`src/rtl/multi_pseudo_stick_pkg.sv`:
```
// Shared widths, parameter defaults and direction encoding for the pseudo-stick block.
package multi_pseudo_stick_pkg;

  localparam int NAX_DEF     = 4;
  localparam int STEP_DEF    = 15;
  localparam int LIMIT_DEF   = 120;
  localparam int CENTER_DEF  = 127;
  localparam int ACC_MAX_DEF = 15;

  localparam int POS_W   = 9;
  localparam int STEP_W  = 7;
  localparam int ARITH_W = 10;
  localparam int OUT_W   = 8;

  typedef logic signed [POS_W-1:0]   pos_t;
  typedef logic        [STEP_W-1:0]  step_t;
  typedef logic signed [ARITH_W-1:0] arith_t;

  // Encoded as a 2-bit signed value so DIR_NEG reads as -1.
  typedef enum logic [1:0] {
    DIR_NONE = 2'b00,
    DIR_POS  = 2'b01,
    DIR_NEG  = 2'b11
  } dir_e;

  function automatic dir_e decode_dir(input logic inc, input logic dec);
    dir_e d;
    case ({inc, dec})
      2'b10:   d = DIR_POS;
      2'b01:   d = DIR_NEG;
      default: d = DIR_NONE;
    endcase
    return d;
  endfunction

endpackage

```
`src/rtl/pseudo_stick_axis.sv`:
```
// One axis: position/step/direction state, acceleration, spring or hold, clamp and output register.
module pseudo_stick_axis
  import multi_pseudo_stick_pkg::*;
#(
  parameter int STEP    = STEP_DEF,
  parameter int LIMIT   = LIMIT_DEF,
  parameter int CENTER  = CENTER_DEF,
  parameter int ACC_MAX = ACC_MAX_DEF,
  parameter bit HOLD    = 1'b0,
  parameter bit INV     = 1'b0
) (
  input  logic             clk_i,
  input  logic             rst_ni,
  input  logic             upd_i,
  input  logic             zero_i,
  input  logic             pinc_i,
  input  logic             pdec_i,
  output logic [OUT_W-1:0] aout_o
);

  localparam arith_t          LIM_P  = arith_t'(LIMIT);
  localparam arith_t          LIM_N  = -arith_t'(LIMIT);
  localparam arith_t          STEP_A = arith_t'(STEP);
  localparam logic [STEP_W:0] STEP_S = (STEP_W+1)'(STEP);
  localparam logic [STEP_W:0] ACC_S  = (STEP_W+1)'(ACC_MAX);

  pos_t             pos_q, pos_d;
  step_t            step_q, step_d;
  dir_e             dir_q, dir_d, dir_now;
  logic [OUT_W-1:0] aout_q, aout_d;
  logic [STEP_W:0]  step_sum;
  step_t            step_acc;
  arith_t           sum;

  always_comb begin
    pos_d    = pos_q;
    step_d   = step_q;
    dir_d    = dir_q;
    dir_now  = decode_dir(pinc_i, pdec_i);
    step_sum = {1'b0, step_q} + STEP_S;
    step_acc = (step_sum > ACC_S) ? step_t'(ACC_MAX) : step_sum[STEP_W-1:0];
    sum      = arith_t'(pos_q);

    if (zero_i) begin
      pos_d  = '0;
      step_d = step_t'(STEP);
      dir_d  = DIR_NONE;
    end else if (upd_i) begin
      dir_d  = dir_now;
      step_d = step_t'(STEP);
      if (dir_now == DIR_NONE) begin
        // Spring axes return by STEP and snap to zero rather than overshoot.
        if (HOLD)                sum = arith_t'(pos_q);
        else if (sum > STEP_A)   sum = sum - STEP_A;
        else if (sum < -STEP_A)  sum = sum + STEP_A;
        else                     sum = '0;
      end else begin
        if (dir_now == dir_q) step_d = step_acc;
        if (dir_now == DIR_POS) sum = sum + arith_t'(step_d);
        else                    sum = sum - arith_t'(step_d);
      end
      if (sum > LIM_P)      pos_d = pos_t'(LIM_P);
      else if (sum < LIM_N) pos_d = pos_t'(LIM_N);
      else                  pos_d = pos_t'(sum);
    end

    if (INV) aout_d = OUT_W'(CENTER - int'(pos_d));
    else     aout_d = OUT_W'(CENTER + int'(pos_d));
  end

  always_ff @(posedge clk_i or negedge rst_ni) begin
    if (!rst_ni) begin
      pos_q  <= '0;
      step_q <= step_t'(STEP);
      dir_q  <= DIR_NONE;
      aout_q <= OUT_W'(CENTER);
    end else begin
      pos_q  <= pos_d;
      step_q <= step_d;
      dir_q  <= dir_d;
      aout_q <= aout_d;
    end
  end

  assign aout_o = aout_q;

endmodule

```
`src/rtl/multi_pseudo_stick.sv`:
```
// Button-driven pseudo analog sticks: TICK rising-edge detect, UPD pulse and NAX axis instances.
module multi_pseudo_stick
  import multi_pseudo_stick_pkg::*;
#(
  parameter int             NAX       = NAX_DEF,
  parameter int             STEP      = STEP_DEF,
  parameter int             LIMIT     = LIMIT_DEF,
  parameter int             CENTER    = CENTER_DEF,
  parameter int             ACC_MAX   = ACC_MAX_DEF,
  parameter logic [NAX-1:0] HOLD_MASK = '0,
  parameter logic [NAX-1:0] INV_MASK  = '0
) (
  input  logic               CLK,
  input  logic               RESET_N,
  input  logic               TICK,
  input  logic               ZERO,
  input  logic [NAX-1:0]     PINC,
  input  logic [NAX-1:0]     PDEC,
  output logic [8*NAX-1:0]   AOUT,
  output logic               UPD
);

  logic tick_q;
  logic upd_q;
  logic upd_cycle;

  // tick_q resets high so a TICK already asserted at reset release is not an edge.
  assign upd_cycle = TICK & ~tick_q;

  always_ff @(posedge CLK or negedge RESET_N) begin
    if (!RESET_N) begin
      tick_q <= 1'b1;
      upd_q  <= 1'b0;
    end else begin
      tick_q <= TICK;
      upd_q  <= upd_cycle;
    end
  end

  assign UPD = upd_q;

  for (genvar i = 0; i < NAX; i++) begin : g_axis
    pseudo_stick_axis #(
      .STEP    (STEP),
      .LIMIT   (LIMIT),
      .CENTER  (CENTER),
      .ACC_MAX (ACC_MAX),
      .HOLD    (HOLD_MASK[i]),
      .INV     (INV_MASK[i])
    ) u_axis (
      .clk_i  (CLK),
      .rst_ni (RESET_N),
      .upd_i  (upd_cycle),
      .zero_i (ZERO),
      .pinc_i (PINC[i]),
      .pdec_i (PDEC[i]),
      .aout_o (AOUT[8*i +: 8])
    );
  end

endmodule

```
`config.mk`:
```
export PLATFORM = sky130hd
export DESIGN_NAME = multi_pseudo_stick
export DESIGN_NICKNAME = d
export VERILOG_FILES = /design/src/rtl/multi_pseudo_stick_pkg.sv /design/src/rtl/pseudo_stick_axis.sv /design/src/rtl/multi_pseudo_stick.sv
export SDC_FILE = /design/constraint.sdc
export NUM_CORES = 1
export LEC_CHECK = 0
export CORE_ASPECT_RATIO = 0.6
export CORE_MARGIN = 2
export CORE_UTILIZATION = 64
export DETAILED_ROUTE_END_ITERATION = 16
export PLACE_DENSITY_LB_ADDON = 0.08
export SETUP_SLACK_MARGIN = 0.4
export SLEW_MARGIN = 0
export SYNTH_ARGS = -nofsm -noshare
export SYNTH_HDL_FRONTEND = slang
export SYNTH_SLANG_ARGS = --single-unit
```
`constraint.sdc`:
```
create_clock -name CLK -period 7.9 [get_ports CLK]
set_input_delay 1.58 -clock CLK [delete_from_list [all_inputs] [get_ports CLK]]
set_output_delay 1.58 -clock CLK [all_outputs]
set_load 0.005 [all_outputs]
```
# [Word-level counts from Yosys, hierarchy flattened]
# Cells that the tools add are included.
[totals] elab_cells=169 register_bits=106 output_inout_bits=33
[classes] n_mux=84 reduce_logical=5 eq_ne=16 bitwise_logic=2 n_lt_le_gt_ge=20 add_sub_neg=24
[ops] operator="10-bit 2-to-1 mux" n=24
[ops] operator="7-bit 2-to-1 mux" n=32
[ops] operator="9-bit 2-to-1 mux" n=16
[ops] operator="9-bit by 5-bit adder with 10-bit output (second input constant)" n=4
[ops] operator="9-bit by 8-bit adder with 10-bit output" n=4
[ops] operator="10-bit by 8-bit greater-than comparator with 1-bit output (second input constant)" n=4
[ops] operator="10-bit by 8-bit less-than comparator with 1-bit output (second input constant)" n=4
[ops] operator="9-bit by 5-bit subtractor with 10-bit output (second input constant)" n=4
[ops] operator="9-bit by 8-bit subtractor with 10-bit output" n=4
[ops] operator="9-bit by 5-bit greater-than comparator with 1-bit output (second input constant)" n=4
[ops] operator="9-bit by 5-bit less-than comparator with 1-bit output (second input constant)" n=4
[ops] operator="7-bit by 4-bit adder with 8-bit output (second input constant)" n=4
[ops] operator="8-bit adder (first input constant)" n=4
[ops] operator="8-bit by 4-bit greater-than comparator with 1-bit output (second input constant)" n=4
[ops] operator="2-bit by 1-bit equality test with 1-bit output (second input constant)" n=8
[ops] operator="2-bit 2-to-1 mux" n=8
[ops] operator="2-bit one-hot mux with 2 select lines" n=4
[ops] operator="2-bit equality test" n=4
[ops] operator="2-bit equality test (second input constant)" n=4
[ops] operator="2-bit logical NOT" n=4
[ops] operator="2-bit nonzero test" n=1
[ops] operator="1-bit AND" n=1
[ops] operator="1-bit inverter" n=1

# [Depth between registers and ports, before layout]
[depth] ltp_word=18 depth_mapped=26

# [Modules after synthesis]
# From an unflattened synthesis, not the netlist that was laid out.
[hier_totals] hier_cells=1095 area_unflattened_um2=9779.4
[modules_own_cells] mod="pseudo_stick_axis" n_inst=4 area_each_um2=2428.6 cells_per_inst=273 seq_area_each_um2=664.4
[modules_own_cells] mod="multi_pseudo_stick" n_inst=1 area_each_um2=65.1 cells_per_inst=3 seq_area_each_um2=51.3

# [Worst setup path before layout]
# OpenSTA, ideal clock, no wires.
[synth_path] kind="input-to-reg" start="input PINC[1]" end="register g_axis[1].u_axis.aout_q[4]" arrival_ps=6634 setup_ps=75 required_ps=7825 n_path_buf=2 cell_stages=25 path_slack_ps=1191 path_cell_list="inv_1 -> ha_1 -> clkbuf_1 -> clkbuf_1 -> xnor2_1 -> or4_1 -> nor3_1 -> and2_1 -> ha_1 -> nor2_1 -> a21oi_1 -> inv_1 -> fa_1 -> nor2b_1 -> o31ai_1 -> a21boi_0 -> nor3_1 -> o32a_1 -> or4_4 -> a32oi_4 -> o21a_1 -> ha_1 -> inv_1 -> nor3_2 -> xor2_1"
[synth_between] elab_chain_len=18 word_cells_on_any_way=23 cone_classes="3 x add/sub; 2 x order compare; 4 x eq/ne; 13 x mux; 1 x reduce/logical"
[synth_lines] element="from (decl)" line_no="multi_pseudo_stick.sv:17" source="input logic [NAX-1:0] PINC,"
[synth_lines] element="2-bit by 1-bit equality test with 1-bit output / 2-bit equality test (equally long branches)" line_no="multi_pseudo_stick_pkg.sv:28" source="case ({inc, dec})"
[synth_lines] element="2-bit one-hot mux with 2 select lines (*)" line_no="multi_pseudo_stick_pkg.sv:28"
[synth_lines] element="2-bit equality test" line_no="pseudo_stick_axis.sv:58" source="if (dir_now == dir_q) step_d = step_acc;"
[synth_lines] element="7-bit 2-to-1 mux" line_no="pseudo_stick_axis.sv:58"
[synth_lines] element="7-bit 2-to-1 mux" line_no="pseudo_stick_axis.sv:51" source="if (dir_now == DIR_NONE) begin"
[synth_lines] element="7-bit 2-to-1 mux" line_no="pseudo_stick_axis.sv:48" source="end else if (upd_i) begin"
[synth_lines] element="7-bit 2-to-1 mux" line_no="pseudo_stick_axis.sv:44" source="if (zero_i) begin"
[synth_lines] element="9-bit by 8-bit subtractor with 10-bit output / 9-bit by 8-bit adder with 10-bit output (equally long branches)" line_no="pseudo_stick_axis.sv:60, pseudo_stick_axis.sv:59"
[synth_lines] element="[... 3 more ...]"
[synth_lines] element="10-bit 2-to-1 mux (*)" line_no="pseudo_stick_axis.sv:44"
[synth_lines] element="10-bit by 8-bit less-than comparator with 1-bit output" line_no="pseudo_stick_axis.sv:63" source="else if (sum < LIM_N) pos_d = pos_t'(LIM_N);"
[synth_lines] element="9-bit 2-to-1 mux" line_no="pseudo_stick_axis.sv:63"
[synth_lines] element="9-bit 2-to-1 mux (*)" line_no="pseudo_stick_axis.sv:62" source="if (sum > LIM_P) pos_d = pos_t'(LIM_P);"
[synth_lines] element="9-bit 2-to-1 mux (*)" line_no="pseudo_stick_axis.sv:48"
[synth_lines] element="9-bit 2-to-1 mux (*)" line_no="pseudo_stick_axis.sv:44"
[synth_lines] element="8-bit adder (*)" line_no="pseudo_stick_axis.sv:68" source="else aout_d = OUT_W'(CENTER + int'(pos_d));"
[synth_lines] element="net g_axis[1].u_axis.aout_d[4]" line_no="pseudo_stick_axis.sv:30" source="logic [OUT_W-1:0] aout_q, aout_d;"
[synth_lines] element="to (signal assigned)" line_no="pseudo_stick_axis.sv:76" source="aout_q <= OUT_W'(CENTER);"
[synth_lines] element="to (signal assigned)" line_no="pseudo_stick_axis.sv:81" source="aout_q <= aout_d;"
[synth_lines] element="to (decl)" line_no="pseudo_stick_axis.sv:30"
# Mark *: on every way through the listed nets, which the timed path passes. The rest lies on a longest branch. The select of a mux whose other input is x is not followed.
# A chain may end at the register's enable or synchronous reset.

# [Worst setup path in the final report]
[layout_path] start="input PINC[1]" end="register g_axis[1].u_axis.aout_q[6]"
# Same word-level chain as after synthesis.

==> impl_metrics.py <==
metrics = {
    "floorplan": {
        "die_y_um": 98.5,
        "dieArea_um2": 15900,
        "die_w_um": 162,
        "num_io_pins": 45,
        "initial_utilization_pct": 65.7,
        "rows": 34,
        "coreArea_um2": 14500,
    },
    "critical_path": {
        "reg2reg_depth": 22,
        "worst_setup_path_end_kind": "flip-flop",
        "path_class": "in2reg",
        "cp-start-kind": "primary input",
        "reg2reg_from": "g_axis[3].u_axis.step_q[0]",
        "cp_max_fo": 5,
        "crit_arrival_ns": 7.17,
        "r2r_slack_ns": 2.43,
        "rr_endpoint": "g_axis[3].u_axis.aout_o[4]",
        "required_ns": 8.18,
    },
    "grt": {
        "antenna_found_initial": 1,
        "grt_pass1_wl_um": 40200,
        "overflow": 0,
        "grt_max_degree": 75,
        "grt_util_all_layers_pct": 31.0,
        "grt_pass1_vias": 8001,
    },
    "timing": {
        "holdWs_ns": 0.485,
        "slew_headroom_pct": 18.6,
        "drv_slew": 0,
        "max_freq_mhz": 145,
        "setup_viol": 0,
        "final.setup.tns_ns": 0,
        "fin_crit_ns": 6.89,
        "worst_pin_slew_ns": 1.22,
        "postLayoutSetupSlackWorst_ns": 1.01,
        "rsz0062_at_grt": "false",
        "clock-skew-final_ns": 0.00509,
        "final_hold_viol_count": 0,
        "period_share_pct": 87.2,
    },
    "power": {
        "power_mw": 2.02,
        "p_per_area_nw_per_um2": 194,
        "ir_worst_vdd_v": 0.000127,
        "p_leak_nw": 4.57,
    },
    "outcome": {
        "status": "finished clean",
    },
    "cells_and_area": {
        "final_cell_mix": "inv_1, nand2_1, nor2_1, ha_1, dfrtp_1",
        "areaGrowthSynthToFinish_pct": 8.96,
        "drive_gt1_share_pct": 9.71,
        "final_common_cell": "inv_1",
        "layout.nets": 1237,
        "final_util_pct": 71.5,
        "fill_cells": 1142,
        "design_area_um2": 10400,
        "antenna_cells": 0,
        "stdcell_count": 1352,
    },
    "worst_hold_path": {
        "min_delay_path_depth": 1,
        "worstHoldPathType": "reg2reg",
        "hold_path.startpoint": "g_axis[0].u_axis.step_q[6]",
        "holdPathEnd": "g_axis[0].u_axis.step_q[6]",
    },
    "clocking": {
        "cts_tree": "yes",
        "cts_made_buffers": 9,
        "ctsResizeCount": 0,
        "clk_path_buf_depth": 2,
        "h-tree-depth": 3,
        "post-cts-setup-buffer-count": 0,
        "cts.sinks": 106,
        "cts_root_buf": "clkbuf_16",
        "cts.reportedPaths.clkPinSlew_ns": 0.07,
        "clk_latency_ns": 0.35,
        "postCtsHoldBufs": 0,
    },
    "synth": {
        "synth_edf_count": 0,
        "synth_cells": 1145,
        "yosysSeqAreaShare_pct": 28.4,
        "yosysWarnings": 0,
        "avgSynthCellArea_um2": 8.32,
        "synth-main-ff-cell": "dfrtp_1",
        "synth_seq_cells": 106,
        "syn-cell-area_um2": 9530,
        "synthArstFlopShare_pct": 100,
        "synth_cell_types": 92,
        "synth_fp_nets": 1233,
    },
    "routing": {
        "first_pass_iters": 7,
        "drt_iter0_drc": 904,
        "vias": 8637,
        "wl_per_cell_um": 17.6,
        "viasPerCell": 6.39,
        "wl_um": 23800,
        "detail-route-antenna-nets": 0,
        "drc": 0,
    },
    "run": {
        "drv_cap": 0,
    },
    "placed_design": {
        "place_hpwl_um": 17100,
        "gp_congestion": 0.988,
        "dpl_cell_area_um2": 10100,
        "post-place-ws_ns": 0.701,
        "dpl.cell_count": 1336,
        "numPortBuffers": 44,
    },
}
per-layer routing:
layer  vias up  part of all wire, %  GRT usage, %
li1       4157                    -             -
met1      4049                   47          47.0
met2       398                   41          45.2
met3        33                   10          7.24
met4         0                  1.0          6.04
met5         -                    0             0
state kept, by name, summed over array words and instances (netlist names):
name and count:
g_axis.u_axis.dir_q 8, g_axis.u_axis.pos_q 36, tick_q 1, g_axis.u_axis.aout_o 32
g_axis.u_axis.step_q 28, UPD 1
synth_stat cells (15+ instances only):
cell | instances | share of area [%]
inv_1 | 107 | 4.2
nand2_1 | 80 | 3.2
o21a_1 | 18 | 1.4
xor2_1 | 39 | 3.6
ha_1 | 72 | 9.5
nor2_1 | 73 | 2.9
xnor2_1 | 49 | 4.5
a22oi_1 | 15 | 1.2
nor3_1 | 38 | 2.0
a21oi_1 | 58 | 3.0
nand3_1 | 38 | 2.0
a31oi_1 | 20 | 1.3
dfrtp_1 | 61 | 16
nand4_1 | 16 | 1.1
clkbuf_1 | 53 | 2.1
and2_1 | 28 | 1.8
dfstp_2 | 45 | 12
a21o_1 | 18 | 1.4
o21ai_0 | 34 | 1.8
where the power goes:
group	internal (mW)	leakage (nW)	total (mW)	switching [mW]
logic	0.366	3.10	0.818	0.452
clock network	0.288	0.163	0.495	0.207
registers	0.630	1.30	0.704	0.0743
total	1.28	4.57	2.02	0.733
worst max-delay path: stages:
cell and delay [ns]:
clkdlybuf4s50_1 0.48, inv_1 0.05, ha_1 0.32, xnor2_1 0.13, or4_1 0.39, nor3_1 0.38
and2_1 0.25, ha_1 0.13, nor2_1 0.04, a21oi_1 0.20, inv_1 0.10, fa_1 0.47
nor2b_1 0.19, o31ai_1 0.10, a21boi_0 0.25, nor3_1 0.07, o32a_1 0.39, or4_4 0.57
a32oi_4 0.25, o21a_1 0.22, ha_1 0.15, inv_1 0.08, nor3_2 0.20, xor2_1 0.16
kinds of logic after synthesis:
group           after synthesis  share of synthesized area, %
mux                          13                          1.39
compound gates              302                          23.0
fa+ha+maj                    76                          10.3
xor+xnor                     88                          8.09
simple gates                391                          22.0
flops                       106                          28.4
buf+inv                     169                          6.78
area by class of cell:
class | count | area (um2) | area share, %
sequential | 106 | 2710 | 26.1
clock inverter | 6 | 87.6 | 0.844
multi-input combinational | 870 | 6170 | 59.5
inverter | 107 | 402 | 3.87
tap | 198 | 248 | 2.39
timing repair buffer | 55 | 520 | 5.02
clock buffer | 10 | 239 | 2.30
worst max path at each step:
stage,startpoint,endpoint,slack (ns),cells after the start
finish,PINC[1],g_axis[1].u_axis.aout_o[6],1.01,24
CTS,PINC[1],g_axis[1].u_axis.aout_o[4],1.04,24
detailed placement,PINC[1],g_axis[1].u_axis.aout_o[4],0.70,24
global placement,PINC[1],g_axis[1].u_axis.aout_o[6],0.91,24
floorplan,PINC[1],g_axis[1].u_axis.aout_o[4],1.19,25
global route,PINC[0],g_axis[0].u_axis.aout_o[6],0.69,25
Power figures use the tool's default switching activity.
